**src/rtl/mul_pkg.sv**
```systemverilog
// Shared constants and state type for the sequential shift-and-add multiplier.
// Latency: n/a (declarations only).
// Backpressure: n/a.
package mul_pkg;

  localparam int MUL_W     = 16;
  localparam int MUL_STEPS = 16;
  localparam int CNT_W     = 4;

  localparam logic [1:0] S_IDLE = 2'd0;
  localparam logic [1:0] S_RUN  = 2'd1;
  localparam logic [1:0] S_DONE = 2'd2;

  // Step counter value on the final partial-product step of a run.
  localparam logic [CNT_W-1:0] CNT_LAST = CNT_W'(MUL_STEPS - 1);

  typedef enum logic [1:0] {
    ST_IDLE = S_IDLE,
    ST_RUN  = S_RUN,
    ST_DONE = S_DONE
  } state_t;

endpackage

```
**src/rtl/adder16bit.sv**
```systemverilog
// 16-bit adder with carry-in/out, built as four chained 4-bit ripple slices.
// Latency: purely combinational.
// Backpressure: none; always ready.
module adder16bit (
  input  logic [15:0] A,
  input  logic [15:0] B,
  input  logic        C_in,
  output logic [15:0] S,
  output logic        C_out
);

  logic       carry;
  logic [4:0] nib;

  // Ripple the carry through the four nibble slices, low nibble first.
  always_comb begin
    carry = C_in;
    S     = '0;
    nib   = '0;
    for (int i = 0; i < 4; i++) begin
      nib          = {1'b0, A[4*i +: 4]} + {1'b0, B[4*i +: 4]} + {4'b0000, carry};
      S[4*i +: 4]  = nib[3:0];
      carry        = nib[4];
    end
    C_out = carry;
  end

endmodule

```
**src/rtl/mul_seq16.sv**
```systemverilog
// Unsigned 16x16->32 multiplier: one shift-and-add step per clock on a shared adder16bit.
// Latency: 16 cycles from the accepting edge to the one-cycle done pulse.
// Backpressure: start is accepted only when busy=0; start during a run is dropped.
module mul_seq16
  import mul_pkg::*;
#(
  parameter int WIDTH = MUL_W
) (
  input  logic               clk,
  input  logic               rst_n,
  input  logic               start,
  input  logic [WIDTH-1:0]   a,
  input  logic [WIDTH-1:0]   b,
  output logic               busy,
  output logic               done,
  output logic [2*WIDTH-1:0] product
);

  // The adder is fixed at 16 bits, so any other width cannot be built.
  if (WIDTH != MUL_W) begin : g_bad_width
    $error("mul_seq16: WIDTH must be 16");
  end

  state_t             state_q,  state_d;
  logic [MUL_W-1:0]   mcand_q,  mcand_d;
  logic [MUL_W-1:0]   acc_hi_q, acc_hi_d;
  logic [MUL_W-1:0]   acc_lo_q, acc_lo_d;
  logic [CNT_W-1:0]   cnt_q,    cnt_d;

  logic [MUL_W-1:0]   add_b;
  logic [MUL_W-1:0]   add_s;
  logic               add_co;

  // Adder operand B: the multiplicand when the current multiplier bit is set.
  always_comb begin
    add_b = acc_lo_q[0] ? mcand_q : '0;
  end

  adder16bit u_adder (
    .A     (acc_hi_q),
    .B     (add_b),
    .C_in  (1'b0),
    .S     (add_s),
    .C_out (add_co)
  );

  // Next-state for FSM and datapath: accept in IDLE/DONE, one step per RUN cycle.
  always_comb begin
    state_d  = state_q;
    mcand_d  = mcand_q;
    acc_hi_d = acc_hi_q;
    acc_lo_d = acc_lo_q;
    cnt_d    = cnt_q;
    unique case (state_q)
      ST_IDLE, ST_DONE: begin
        if (start) begin
          mcand_d  = a;
          acc_hi_d = '0;
          acc_lo_d = b;
          cnt_d    = '0;
          state_d  = ST_RUN;
        end else if (state_q == ST_DONE) begin
          state_d  = ST_IDLE;
        end
      end
      ST_RUN: begin
        // Shift {carry, sum, acc_lo} right by one; the carry lands in acc_hi[15].
        acc_hi_d = {add_co, add_s[MUL_W-1:1]};
        acc_lo_d = {add_s[0], acc_lo_q[MUL_W-1:1]};
        cnt_d    = cnt_q + CNT_W'(1);
        if (cnt_q == CNT_LAST) begin
          state_d = ST_DONE;
        end
      end
      default: begin
        state_d = ST_IDLE;
      end
    endcase
  end

  // State register with synchronous active-low reset that discards any run.
  always_ff @(posedge clk) begin
    if (!rst_n) begin
      state_q  <= ST_IDLE;
      mcand_q  <= '0;
      acc_hi_q <= '0;
      acc_lo_q <= '0;
      cnt_q    <= '0;
    end else begin
      state_q  <= state_d;
      mcand_q  <= mcand_d;
      acc_hi_q <= acc_hi_d;
      acc_lo_q <= acc_lo_d;
      cnt_q    <= cnt_d;
    end
  end

  assign busy    = (state_q == ST_RUN);
  assign done    = (state_q == ST_DONE);
  assign product = {acc_hi_q, acc_lo_q};

endmodule
```
**config.mk**
```make
export PLATFORM = sky130hd
export DESIGN_NAME = mul_seq16
export DESIGN_NICKNAME = d
export VERILOG_FILES = /design/src/rtl/mul_pkg.sv /design/src/rtl/adder16bit.sv /design/src/rtl/mul_seq16.sv
export SDC_FILE = /design/constraint.sdc
export NUM_CORES = 1
export LEC_CHECK = 0
export ABC_AREA = 1
export CORE_MARGIN = 8
export CORE_UTILIZATION = 49
export DETAILED_ROUTE_END_ITERATION = 12
export GPL_ROUTABILITY_DRIVEN = 0
export HOLD_SLACK_MARGIN = 0.05
export PLACE_DENSITY = 0.85
export RECOVER_POWER = 25
export SLEW_MARGIN = 25
export SYNTH_ARGS = -nofsm -noshare
export SYNTH_HDL_FRONTEND = slang
export SYNTH_SLANG_ARGS = --single-unit
export TNS_END_PERCENT = 5
```
**constraint.sdc**
```tcl
create_clock -name clk -period 6.2 [get_ports clk]
set_input_delay 1.24 -clock clk [delete_from_list [all_inputs] [get_ports clk]]
set_output_delay 1.24 -clock clk [all_outputs]
set_load 0.02 [all_outputs]
```
==> impl_metrics.yaml, run 1 <==
worst_setup_path:
  endpoint: "acc_hi_q[15]"
  rr_worst_depth: 23
  timing.critical_path.required_ns: 6.43
  crit_path_max_fanout: 11
  r2r-end: "acc_hi_q[15]"
  worstPathArrival_ns: 5.64
  path_common_cell: "fa_1"
  crit_type: "flip-flop to flip-flop"
  crit_path_end_kind: "flip-flop"
  setup.worst_path.start_class: "flip-flop"
  crit_path_start: "acc_lo_q[0]"
  crit_path_top_delay_cell: "dfxtp_1"
  cp_cell_sequence: "buf_4 -> nand2_1 -> fa_1 -> or2_2 -> nand2_1 -> a21oi_1 -> fa_1 -> fa_1 -> or2_2 -> nand2_1 -> a21oi_1 -> fa_1 -> fa_1 -> or2_2 -> nand2_1 -> a21oi_1 -> fa_1 -> inv_1 -> fa_1 -> nand2_1 -> a21oi_1 -> o21ai_0 -> a21oi_1"
  worstReg2RegStart: "acc_lo_q[0]"
  reg2reg_slack_ns: 0.79
  cpPeakStageDelay_ns: 0.48
sta:
  slew_headroom_pct: -4.160
  rsz0062_at_grt: "no"
  drv_slew: 38
  whs_ns: 0.4849
  tns_ns: 0
  tightestPinTransition_ns: 1.562
  hold_viol: 0
  fin_crit_sh_pct: 87.28
  max_freq_mhz: 184.8
  finalSetupViolCount: 0
  skew_ns: 0.005902
  fin_crit_ns: 5.411
die:
  ios: 69
  die_w_um: 91.43
  die-height_um: 91.43
  placeableCoreArea_um2: 5507
  initial_core_util_pct: 50.62
  dieArea_um2: 8359
  row_count: 27
cells_and_area:
  final_common_cell: "nand2_1"
  antenna_cells: 0
  nFillCells: 490
  multi_input_area_um2: 1404
  final_net_count: 494
  seqCellArea_um2: 1081
  final_cell_mix: "nand2_1, clkdlybuf4s50_1, dfxtp_1"
  area_growth_pct: 27.87
  drive_above_1_share_pct: 5.251
  design_area_um2: 3565
clock_network:
  clockBufferDepth: 2
  post_cts_buffers: 0
  root_buffer: "clkbuf_8"
  h-tree-depth: 2
  postCtsHoldBufs: 0
  cts_buffers: 5
  cts_resized: 0
  clkLatencyLatePin_ns: 0.31
  cts_tree: "built"
  cts.sinks: 54
  cts.clk_slew.worst_paths_ns: 0.09
yosys:
  ys_seq_area_share_pct: 38.78
  yosys_warnings: 0
  syn_area_um2: 2788
  ys_seq_elements: 54
  synth_cell_type_count: 24
  syn_nets: 435
  avgSynthCellArea_um2: 7.355
  syn_inst: 379
grt:
  grt_max_degree: 38
  antenna_found_initial: 0
  grt_busiest_layer: "met2"
  grt_pass1_vias: 2752
  grt_pass1_wl_mm: 12.25
  grt_use_met3_pct: 7.901
  grt_use_met2_pct: 29.77
  track_usage_pct: 17.59
  grt-ovfl-total: 0
  met1_usage_pct: 18.23
pwr:
  pwr-share-seq_pct: 49.8
  power.share.clock_pct: 31.9
  power.internal_mw: 0.5549
  leakage_nw: 1.542
  ir_worst_vdd_mv: 0.1150
  combPwrFrac_pct: 18.3
  switching_power_mw: 0.2128
  power_mw: 0.7677
  powerDensity_nw_per_um2: 215.4
  p_sw_share_pct: 27.72
status:
  violations: "capacitance limit, slew limit"
  status: "finished, violations left"
flow_run:
  max_cap_violations: 1
detailed_routing:
  wl_mm: 7.291
  drtIter0Drc: 198
  drc_errors: 0
  vias: 2652
  vias_per_cell: 5.200
  wl_per_cell_um: 14.30
  first_pass_iters: 4
  ant_nets: 0
placed_design:
  hpwl_mm: 5.269
  dpl_cell_area_um2: 3456
  io_buffer_count: 68
min_path:
  hold_depth: 2
  worstHoldStart: "acc_hi_q[12]"
  holdCritPathClass: "flip-flop to flip-flop"
worst min-delay path by stage:
stage,end,slack [ns]
2_1_floorplan,cnt_q[0],0.45
3_3_place_gp,cnt_q[0],0.47
3_5_place_dp,mcand_q[12],0.47
4_1_cts,acc_hi_q[12],0.48
5_1_grt,acc_hi_q[12],0.50
6_report,acc_hi_q[12],0.48
registers in the layout, indices dropped and copies added, names as in the netlist:
signal    count
mcand_q      16
acc_hi_q     16
acc_lo_q     16
state_q       2
cnt_q         4
power by group through the flow:
| stage | Clock [mW] | Sequential (mW) | Combinational (mW) |
|---|---|---|---|
| after CTS | 0.247 | 0.382 | 0.142 |
| after global placement | 0 | 0.389 | 0.139 |
| after global routing | 0.260 | 0.385 | 0.154 |
| final | 0.245 | 0.383 | 0.140 |
| after detailed placement | 0 | 0.390 | 0.141 |
| after floorplan | 0 | 0.398 | 0.0786 |
metrics by stage:
stage | setup slack [ns] | cells | util [%]
after floorplan | 0.6636 | 379 | -
after global placement | 1.004 | 503 | 62.76
after detailed placement | 0.8666 | 503 | 62.76
after CTS | 0.8189 | 510 | 64.80
after global routing | 0.3730 | 510 | 64.74
final | 0.7889 | 510 | 64.74
synthesized netlist by cell type:
master / instances / area [um2]
nor3_1: 3 / 15.01
nor2_1: 40 / 150.1
nor4_1: 1 / 6.260
nand2_2: 2 / 12.51
inv_1: 46 / 172.7
nand2_1: 84 / 315.3
o21ai_0: 32 / 160.2
buf_2: 4 / 20.02
fa_1: 7 / 140.1
nand2_4: 2 / 22.52
a21oi_1: 24 / 120.1
nand3_1: 32 / 160.2
clkinv_2: 1 / 5.000
o22ai_1: 1 / 6.260
a31oi_1: 8 / 50.05
buf_4: 2 / 15.01
buf_6: 5 / 56.30
or2_2: 3 / 18.77
o21ai_2: 3 / 26.28
inv_2: 2 / 7.510
clkbuf_1: 7 / 26.28
dfxtp_1: 54 / 1081
o211ai_2: 2 / 25.02
ha_1: 14 / 175.2
final cells by class:
class                           count  area share (%)
Tap cell                           72           2.527
Multi-Input combinational cell    258           39.38
Timing Repair Buffer               70           19.41
Sequential cell                    54           30.33
Clock inverter                      1          0.8424
Clock buffer                        6           2.317
Inverter                           49           5.195
cell families after synthesis:
logic type | count (synthesis) | synth area share (%)
compound gates | 70 | 13.91
flops | 54 | 38.78
buf+inv | 67 | 10.86
simple gates | 167 | 25.13
fa+ha+maj | 21 | 11.31
layer usage:
| metal | routed length, um | vias to the layer above |
|---|---|---|
| li1 | - | 1321 |
| met1 | 3037 | 1217 |
| met2 | 3412 | 96 |
| met3 | 678 | 18 |
| met4 | 163 | 0 |
| met5 | 0 | - |
worst max-delay path: cells and delay by family (launching register included):
| family | cells | cell delay [ns] |
|---|---|---|
| buffers and inverters | 2 | 0.33 |
| adder cells (fa/ha/maj) | 7 | 2.60 |
| flip-flops | 1 | 0.48 |
| AND/OR/NAND/NOR | 8 | 1.32 |
| AO/OA/AOI/OAI | 6 | 0.59 |
(Power assumes the default switching activity.)
==> run 2: changes to the inputs <==
CORE_ASPECT_RATIO = 1.2   (was unset)
==> run 2 against run 1 <==
The flow still finishes with violations (capacitance limit, slew limit). Clock skew rose by 0.0034 ns. Flip-flop and latch count did not move. Combinational power fell by 3%. First-iteration DRC count fell by 26%. Largest cell class unchanged. Largest power group unchanged. Highest routed layer unchanged.
==> impl_metrics.yaml, run 2 (synthesized netlist as in run 1, its figures left out) <==
grt:
  grt-ovfl-total: 0
  grt_max_degree: 38
  track_usage_pct: 16.80
  grt_pass1_wl_mm: 11.67
  antenna_found_initial: 0
  grt_pass1_vias: 2671
die:
  initial_core_util_pct: 49.84
  row_count: 30
  die-height_um: 98.63
  dieArea_um2: 8369
  placeableCoreArea_um2: 5593
  ios: 69
  die_w_um: 84.86
clock_network:
  clkLatencyLatePin_ns: 0.30
  postCtsHoldBufs: 0
  cts.sinks: 54
  cts.clk_slew.worst_paths_ns: 0.10
  cts_tree: "built"
  post_cts_buffers: 0
  root_buffer: "clkbuf_8"
  h-tree-depth: 2
  clockBufferDepth: 2
  cts_resized: 0
  cts_buffers: 5
sta:
  slew_headroom_pct: -4.456
  fin_crit_sh_pct: 91.29
  finalSetupViolCount: 0
  tns_ns: 0
  rsz0062_at_grt: "no"
  fin_crit_ns: 5.660
  setup_ws_ns: 0.5402
  skew_ns: 0.009254
  tightestPinTransition_ns: 1.567
  drv_slew: 38
  hold_viol: 0
  max_freq_mhz: 176.7
worst_setup_path:
  crit_type: "flip-flop to flip-flop"
  crit_path_end_kind: "flip-flop"
  crit_path_top_delay_cell: "dfxtp_1"
  worstPathArrival_ns: 5.87
  setup.worst_path.start_class: "flip-flop"
  cpPeakStageDelay_ns: 0.73
  timing.critical_path.required_ns: 6.41
  path_common_cell: "fa_1"
  crit_path_max_fanout: 18
pwr:
  powerDensity_nw_per_um2: 215.8
  leakage_nw: 1.537
  ir_worst_vdd_mv: 0.1234
cells_and_area:
  design_area_um2: 3547
  top_regs: "acc_hi_q: 16 flops, acc_lo_q: 16 flops, mcand_q: 16 flops"
  final_cell_mix: "nand2_1, clkdlybuf4s50_1, dfxtp_1"
  seqCellArea_um2: 1081
  final_util_pct: 63.42
  drive_above_1_share_pct: 5.034
  final_common_cell: "nand2_1"
  area_growth_pct: 27.24
  nFillCells: 476
  final_net_count: 493
  antenna_cells: 0
  multi_input_area_um2: 1404
  fin_cells: 501
placed_design:
  place_inst: 494
  dpl_cell_area_um2: 3438
  hpwl_mm: 5.095
  io_buffer_count: 68
  dp_slack_ns: 0.6203
detailed_routing:
  drtIter0Drc: 146
  first_pass_iters: 4
  vias_per_cell: 5.295
  wl_mm: 7.000
  wl_per_cell_um: 13.97
  drc_errors: 0
  ant_nets: 0
  vias: 2653
flow_run:
  max_cap_violations: 1
min_path:
  holdCritPathClass: "flip-flop to flip-flop"
status:
  violations: "capacitance limit, slew limit"
  status: "finished, violations left"
-- run 2: changes by cell type in the layout (fill, tap and decap cells not counted), sizes merged --
cell and change:
buf -1
-- run 2: cell type report --
cell class                 count  area share [%]
timing repair buffer          69           19.29
inverter                      49           5.220
multi-input combinational    258           39.58
clock buffer                   6           2.328
sequential                    54           30.48
clock inverter                 1          0.8466
tap                           64           2.257
-- run 2: through the flow --
stage,power (mW),hold slack (ns)
finish,0.7653,0.4903
global route,0.8002,0.5170
CTS,0.7709,0.4912
global placement,0.5278,0.4654
detailed placement,0.5306,0.4765
floorplan,0.4770,0.4475
-- run 2: metal layers --
layer / track usage (%) / share of wire, % / up-vias
met5: 0 / 0 / -
met4: 7.555 / 2.9 / 0
met3: 5.412 / 6.7 / 15
met2: 29.33 / 48 / 85
met1: 17.98 / 42 / 1230
li1: - / - / 1323
-- run 2: report_power, final --
group | internal (mW) | switching (mW)
registers | 0.368 | 0.0173
clock network | 0.129 | 0.114
logic | 0.0570 | 0.0792
-- run 2: critical path: cells and delay by family (launching register included) --
| family | cells | cell delay [ns] |
|---|---|---|
| flops | 1 | 0.73 |
| simple gates | 8 | 1.31 |
| fa+ha+maj | 8 | 2.70 |
| compound gates | 6 | 0.58 |
| buf+inv | 3 | 0.25 |
-- run 2: path summary, 6_finish.rpt --
kind	startpoint	depth (start not counted)	end	slack (ns)
max reg2reg	acc_lo_q[0]	25	acc_hi_q[15]	0.54
max	acc_lo_q[0]	25	acc_hi_q[15]	0.54
min	acc_lo_q[8]	2	acc_lo_q[8]	0.49
min reg2reg	acc_lo_q[8]	2	acc_lo_q[8]	0.49
